[config.mk]
export PLATFORM = sky130hd
export DESIGN_NAME = control_sequencer
export DESIGN_NICKNAME = d
export VERILOG_FILES = /design/src/rtl/ctrl_pkg.sv /design/src/rtl/instr_decoder.sv /design/src/rtl/control_sequencer.sv
export SDC_FILE = /design/constraint.sdc
export NUM_CORES = 1
export LEC_CHECK = 0
export BUFFER_PORTS_ARGS = -buffer_cell sky130_fd_sc_hd__buf_2
export CAP_MARGIN = 15
export CELL_PAD_IN_SITES_DETAIL_PLACEMENT = 1
export CELL_PAD_IN_SITES_GLOBAL_PLACEMENT = 1
export CORE_ASPECT_RATIO = 0.6
export CORE_MARGIN = 5
export CORE_UTILIZATION = 33
export DETAILED_ROUTE_END_ITERATION = 6
export PLACE_DENSITY_LB_ADDON = 0.15
export SYNTH_ARGS = -nofsm -noshare
export SYNTH_HDL_FRONTEND = slang
export SYNTH_SLANG_ARGS = --single-unit
[constraint.sdc]
create_clock -name clk -period 3.3 [get_ports clk]
set_clock_uncertainty 0.05 [all_clocks]
set_input_delay 0.66 -clock clk [delete_from_list [all_inputs] [get_ports clk]]
set_output_delay 0.66 -clock clk [all_outputs]
set_load 0.05 [all_outputs]
[src/rtl/ctrl_pkg.sv]
// rtl/ctrl_pkg.sv - opcodes, FU select codes, FSM states and instruction field positions
package ctrl_pkg;

  localparam logic [3:0] OP_NOP  = 4'h0;
  localparam logic [3:0] OP_ADD  = 4'h1;
  localparam logic [3:0] OP_SUB  = 4'h2;
  localparam logic [3:0] OP_AND  = 4'h3;
  localparam logic [3:0] OP_OR   = 4'h4;
  localparam logic [3:0] OP_XOR  = 4'h5;
  localparam logic [3:0] OP_RSV6 = 4'h6;
  localparam logic [3:0] OP_RSV7 = 4'h7;
  localparam logic [3:0] OP_ADI  = 4'h8;
  localparam logic [3:0] OP_LD   = 4'h9;
  localparam logic [3:0] OP_ST   = 4'hA;
  localparam logic [3:0] OP_JMP  = 4'hB;
  localparam logic [3:0] OP_BZ   = 4'hC;
  localparam logic [3:0] OP_BN   = 4'hD;
  localparam logic [3:0] OP_JAL  = 4'hE;
  localparam logic [3:0] OP_HLT  = 4'hF;

  localparam logic [3:0] SEL_PASS_A = 4'b0000;
  localparam logic [3:0] SEL_ADD    = 4'b0010;
  localparam logic [3:0] SEL_SUB    = 4'b0101;
  localparam logic [3:0] SEL_AND    = 4'b1000;
  localparam logic [3:0] SEL_OR     = 4'b1010;
  localparam logic [3:0] SEL_XOR    = 4'b1100;

  typedef enum logic [1:0] {
    ST_FETCH = 2'd0,
    ST_EXEC  = 2'd1,
    ST_MEM   = 2'd2,
    ST_HALT  = 2'd3
  } state_t;

  localparam int OP_HI  = 31;
  localparam int OP_LO  = 28;
  localparam int DA_HI  = 27;
  localparam int DA_LO  = 23;
  localparam int AA_HI  = 22;
  localparam int AA_LO  = 18;
  localparam int BA_HI  = 17;
  localparam int BA_LO  = 13;
  localparam int IMM_HI = 12;
  localparam int IMM_LO = 0;
  localparam int IMM_W  = IMM_HI - IMM_LO + 1;

endpackage

[src/rtl/instr_decoder.sv]
// rtl/instr_decoder.sv - combinational IR decode into datapath selects, addresses and immediate
module instr_decoder
  import ctrl_pkg::*;
#(
  parameter int SIZE = 32,
  parameter int AW   = $clog2(SIZE)
) (
  input  logic [SIZE-1:0] ir,
  output logic            MuxB_sel,
  output logic            MuxD_sel,
  output logic            MuxR_sel,
  output logic [3:0]      Sel,
  output logic [AW-1:0]   AA,
  output logic [AW-1:0]   BA,
  output logic [AW-1:0]   DA,
  output logic [SIZE-1:0] Constant_out,
  output logic            exec_we
);

  logic [3:0] opcode;

  assign opcode       = ir[OP_HI:OP_LO];
  assign DA           = ir[DA_HI:DA_LO];
  assign AA           = ir[AA_HI:AA_LO];
  assign BA           = ir[BA_HI:BA_LO];
  assign Constant_out = {{(SIZE-IMM_W){ir[IMM_HI]}}, ir[IMM_HI:IMM_LO]};

  // exec_we covers only the EXEC-cycle writes; the LD write is timed by dmem_ack upstream
  always_comb begin
    Sel      = SEL_PASS_A;
    MuxB_sel = 1'b0;
    MuxD_sel = 1'b0;
    MuxR_sel = 1'b0;
    exec_we  = 1'b0;
    case (opcode)
      OP_ADD, OP_SUB, OP_AND, OP_OR, OP_XOR: begin
        MuxD_sel = 1'b1;
        MuxR_sel = 1'b1;
        exec_we  = 1'b1;
        case (opcode)
          OP_ADD:  Sel = SEL_ADD;
          OP_SUB:  Sel = SEL_SUB;
          OP_AND:  Sel = SEL_AND;
          OP_OR:   Sel = SEL_OR;
          default: Sel = SEL_XOR;
        endcase
      end
      OP_ADI: begin
        Sel      = SEL_ADD;
        MuxB_sel = 1'b1;
        MuxD_sel = 1'b1;
        MuxR_sel = 1'b1;
        exec_we  = 1'b1;
      end
      OP_LD: begin
        Sel      = SEL_ADD;
        MuxB_sel = 1'b1;
        MuxR_sel = 1'b1;
      end
      OP_ST: begin
        Sel      = SEL_ADD;
        MuxB_sel = 1'b1;
      end
      OP_JAL: begin
        exec_we  = 1'b1;
      end
      default: ;
    endcase
  end

endmodule

[src/rtl/control_sequencer.sv]
// rtl/control_sequencer.sv - fetch/exec/mem sequencer owning PC and IR; ILLEGAL_TRAP_EN traps opcodes 6/7
module control_sequencer
  import ctrl_pkg::*;
#(
  parameter int              SIZE     = 32,
  parameter logic [SIZE-1:0] RESET_PC = '0
) (
  input  logic                     clk,
  input  logic                     reset,
  output logic                     imem_req,
  output logic [SIZE-1:0]          imem_addr,
  input  logic                     imem_ack,
  input  logic [SIZE-1:0]          imem_data,
  output logic                     dmem_req,
  output logic                     dmem_we,
  input  logic                     dmem_ack,
  input  logic [SIZE-1:0]          addr_in,
  input  logic                     Z,
  input  logic                     N,
  input  logic                     C,
  input  logic                     V,
  output logic                     we,
  output logic                     MuxB_sel,
  output logic                     MuxD_sel,
  output logic                     MuxR_sel,
  output logic [3:0]               Sel,
  output logic [$clog2(SIZE)-1:0]  AA,
  output logic [$clog2(SIZE)-1:0]  BA,
  output logic [$clog2(SIZE)-1:0]  DA,
  output logic [SIZE-1:0]          Constant_out,
  output logic [SIZE-1:0]          PC_out,
`ifdef ILLEGAL_TRAP_EN
  output logic                     illegal,
`endif
  output logic                     halted
);

  state_t          state;
  logic [SIZE-1:0] pc;
  logic [SIZE-1:0] ir;
  logic [SIZE-1:0] pc_inc;
  logic [SIZE-1:0] pc_rel;
  logic [3:0]      opcode;
  logic            exec_we;
  logic            unused_flags;

  instr_decoder #(.SIZE(SIZE)) u_dec (
    .ir           (ir),
    .MuxB_sel     (MuxB_sel),
    .MuxD_sel     (MuxD_sel),
    .MuxR_sel     (MuxR_sel),
    .Sel          (Sel),
    .AA           (AA),
    .BA           (BA),
    .DA           (DA),
    .Constant_out (Constant_out),
    .exec_we      (exec_we)
  );

  assign opcode       = ir[OP_HI:OP_LO];
  assign pc_inc       = pc + SIZE'(1);
  assign pc_rel       = pc + Constant_out;
  assign imem_addr    = pc;
  assign PC_out       = pc_inc;
  assign halted       = (state == ST_HALT);
  assign dmem_we      = dmem_req && (opcode == OP_ST);
  assign unused_flags = C ^ V;

  // LD writes back only in the cycle its data arrives
  assign we = ((state == ST_EXEC) && exec_we) ||
              ((state == ST_MEM) && dmem_req && dmem_ack && (opcode == OP_LD));

  always_ff @(posedge clk) begin
    if (!reset) begin
      state    <= ST_FETCH;
      pc       <= RESET_PC;
      ir       <= '0;
      imem_req <= 1'b0;
      dmem_req <= 1'b0;
`ifdef ILLEGAL_TRAP_EN
      illegal  <= 1'b0;
`endif
    end else begin
      case (state)
        ST_FETCH: begin
          if (!imem_req) begin
            imem_req <= 1'b1;
          end else if (imem_ack) begin
            ir       <= imem_data;
            imem_req <= 1'b0;
            state    <= ST_EXEC;
          end
        end
        ST_EXEC: begin
          state    <= ST_FETCH;
          imem_req <= 1'b1;
          case (opcode)
            OP_LD, OP_ST: begin
              state    <= ST_MEM;
              imem_req <= 1'b0;
              dmem_req <= 1'b1;
            end
            OP_JMP: pc <= addr_in;
            OP_BZ:  pc <= Z ? pc_rel : pc_inc;
            OP_BN:  pc <= N ? pc_rel : pc_inc;
            OP_JAL: pc <= pc_rel;
            OP_HLT: begin
              state    <= ST_HALT;
              imem_req <= 1'b0;
            end
`ifdef ILLEGAL_TRAP_EN
            OP_RSV6, OP_RSV7: begin
              state    <= ST_HALT;
              imem_req <= 1'b0;
              illegal  <= 1'b1;
            end
`endif
            default: pc <= pc_inc;
          endcase
        end
        ST_MEM: begin
          if (dmem_ack) begin
            dmem_req <= 1'b0;
            pc       <= pc_inc;
            imem_req <= 1'b1;
            state    <= ST_FETCH;
          end
        end
        default: ;
      endcase
    end
  end

endmodule

==> flow_metrics.py <==
metrics = {
    "status": {
        "status": "finished with violations",
        "failed_checks": "setup timing",
    },
    "power_and_ir_drop": {
        "p_int_w": 0.00187,
        "pwr-share-seq": 0.285,
        "p_sw_frac": 0.462,
        "ir_drop_v": 0.000238,
        "clockPowerShare": 0.277,
        "combPwrFrac": 0.438,
        "power_density_nw_per_um2": 441,
        "switchingPower_w": 0.00161,
        "leakage_nw": 3.68,
    },
    "clocking": {
        "cts_tree": "yes",
        "clock_latency_ns": 0.34,
        "clock-sinks": 68,
        "root_buffer": "clkbuf_16",
        "numCtsBuffers": 9,
        "clk_pin_slew_ns": 0.07,
        "htreeDepth": 3,
        "clockBufferDepth": 2,
    },
    "global_route": {
        "grt_max_degree": 33,
        "grt_pass1_vias": 6705,
        "track_usage": 0.224,
        "antenna_found_initial": 0,
        "gr-total-overflow": 0,
        "grt_pass1_wl_mm": 38.0,
    },
    "cells_and_area": {
        "drive_above_1_share": 0.332,
        "final_nets": 1129,
        "fin_area_um2": 7890,
        "fill_cells": 2301,
        "synthToLayoutAreaGrowth_pct": 29.7,
        "layout_common_cells": "buf_2 (180), nand2_1 (125), a21oi_1 (84), buf_4 (74), nor2_1 (55)",
        "diodes": 0,
        "final_util": 0.437,
        "final_common_cell": "buf_2",
    },
    "synthesis": {
        "syn_inst": 841,
        "ys_ff_latch": 68,
        "ys_async_sr_fraction": 0,
        "syn_nets": 951,
        "synth_warnings": 0,
        "netlist_area_um2": 6080,
        "syn_avg_cell_area_um2": 7.23,
        "ys_seq_area_frac": 0.224,
        "synth_largest_area_cell": "dfxtp_1",
        "synth_edf_count": 0,
        "synthDistinctLibCells": 71,
        "netlist.area_leader.share": 0.224,
        "synth_area_leaders": "dfxtp_1 (22%), nand2_1 (7.8%), ha_1 (7.6%)",
        "dominantRegCellSynth": "dfxtp_1",
    },
    "route": {
        "detail_route.iter0.violations": 491,
        "wl_mm": 24.8,
        "vias": 6839,
        "vias_per_cell": 5.41,
        "drtPass1Iterations": 6,
        "postRouteAntennaNets": 0,
        "drc": 0,
        "wl_per_cell_um": 19.6,
    },
    "critical_path": {
        "path_cells": "nand3_2, or4_4, or4_4, inv_2, and3_4, xor2_4, buf_6",
        "rr_worst_depth": 12,
        "critPathBufInv": 2,
        "cp_top_family": "simple AND/OR/NAND/NOR gates",
        "endpoint_kind": "output port",
        "reg2reg_from": "ir[12]$_SDFFE_PN0P_",
        "startpoint": "imem_addr[16]$_SDFFE_PN0P_",
        "crit_slowest_cell": "or4_4",
        "worstPathMaxFanout": 5,
        "max_stage_delay_ns": 0.64,
        "cp.required_ns": 2.59,
        "path_depth": 7,
        "start_kind": "register",
        "crit_arrival_ns": 2.60,
        "worstSetupPathType": "register to output port",
        "cp_common_cell": "or4_4",
    },
    "placement": {
        "post-place-ws_ns": 0.0864,
        "numPortBuffers": 192,
        "dp_hpwl_mm": 19.4,
        "place.gp.congestion": 0.954,
        "dpl_cell_area_um2": 7440,
    },
    "timing": {
        "rsz0062_at_grt": "yes",
        "hold_ws_ns": 0.402,
        "fin_crit_ns": 3.31,
        "fmax_mhz": 302,
        "finalMaxSlewViolations": 0,
        "setup_ws_ns": -0.0117,
        "slew-limit-headroom": 0.595,
        "tightestPinTransition_ns": 0.603,
        "hold_viol_final": 0,
        "fin_crit_sh": 1.00,
        "setup_viol": 1,
    },
    "die": {
        "die_h_um": 115,
        "initial_core_util": 0.337,
        "die_x_um": 185,
        "core-area_um2": 18100,
        "rows": 38,
        "io_pins": 195,
        "dieArea_um2": 21300,
    },
    "run": {
        "drv_cap": 0,
    },
    "min_path": {
        "whs_path_depth": 2,
        "hold_start": "ir[20]$_SDFFE_PN0P_",
        "hold_class": "register to register",
    },
}
-- stage by stage --
stage               power (W)  setup TNS [ns]  std cells
finish                0.00348         -0.0117       1264
global placement      0.00249               0       1241
detailed placement    0.00250               0       1241
CTS                   0.00348               0       1258
floorplan             0.00210         -0.0314        841
global route          0.00364          -0.135       1264
-- sequential cells by signal, summed over array words and instances (netlist names) --
signal / flops
dmem_req: 1
imem_addr: 32
imem_req: 1
ir: 32
state: 2
-- repair_timing --
| action | CTS | global route |
|---|---|---|
| hold endpoints to repair | 0 | 0 |
| resized for setup | 15 | 24 |
| endpoints found under the setup margin | 7 | 16 |
| pin swaps | 3 | 6 |
| setup buffers | 1 | 6 |
| cloned | 0 | 0 |
| hold buffers | 0 | 0 |
-- power by group through the flow --
stage	sequential, W	clock [W]	combinational (W)
floorplan	0.00117	0	0.000928
global placement	0.00100	0	0.00148
detailed placement	0.00101	0	0.00150
CTS	0.000989	0.000980	0.00151
global route	0.00100	0.00101	0.00163
finish	0.000992	0.000962	0.00152
-- metal layers --
| metal | GRT usage | part of all wire | routed length, µm |
|---|---|---|---|
| met1 | 0.351 | 0.52 | 12800 |
| met2 | 0.320 | 0.41 | 10100 |
| met3 | 0.0490 | 0.072 | 1790 |
| met4 | 0.0283 | 0.0038 | 94 |
| met5 | 0 | 0 | 0 |
-- path summary, 6_finish.rpt --
check | end | slack (ns)
hold reg to reg | ir[20]$_SDFFE_PN0P_ | 0.40
setup reg to reg | imem_addr[20]$_SDFFE_PN0P_ | 0.17
hold / removal | ir[20]$_SDFFE_PN0P_ | 0.40
setup / recovery | PC_out[27] | -0.01
-- worst register-to-register path, delay by kind of cell, from the launching register on --
| kind | cells | cell delay, ns |
|---|---|---|
| fa+ha+maj | 1 | 0.38 |
| xor+xnor | 1 | 0.12 |
| compound gates | 5 | 1.09 |
| buf+inv | 4 | 0.78 |
| simple gates | 1 | 0.07 |
| flops | 1 | 0.54 |
-- kinds of logic (layout without fill, tap and decap cells) --
group / count (synthesis) / count (layout) / share of synthesized area
compound gates: 265 / 265 / 0.285
xor+xnor: 51 / 51 / 0.0747
fa+ha+maj: 38 / 38 / 0.0794
buf+inv: 118 / 301 / 0.104
flops: 68 / 68 / 0.224
mux: 3 / 3 / 0.00514
simple gates: 298 / 298 / 0.228
-- area by class of cell --
type,count,area [µm²],area share
multi-input combinational,655,4280,0.542
timing repair buffer,263,1560,0.198
sequential,68,1390,0.176
tap,240,300,0.0380
clock buffer,9,225,0.0285
inverter,22,82.6,0.0105
clock inverter,7,56.3,0.00713
-- cells in the mapped netlist (4+ instances only) --
library cell / number
dfxtp_1: 68
a221oi_1: 23
a31oi_1: 14
nand2_1: 126
and2_1: 8
a21oi_1: 84
clkbuf_1: 42
ha_1: 37
xnor2_1: 27
o31ai_1: 4
a211oi_1: 8
nor3b_1: 4
o32ai_1: 5
inv_1: 20
nor2_1: 59
and3_1: 10
o21a_1: 9
buf_4: 47
o211ai_1: 9
nand4_1: 9
nand3_1: 26
a22oi_1: 5
xor2_1: 23
or2_2: 4
nor3_1: 20
nand2b_1: 10
a21o_1: 23
o21ai_0: 44
nor4_1: 5
Note: power is estimated with default switching activity, not from simulation.
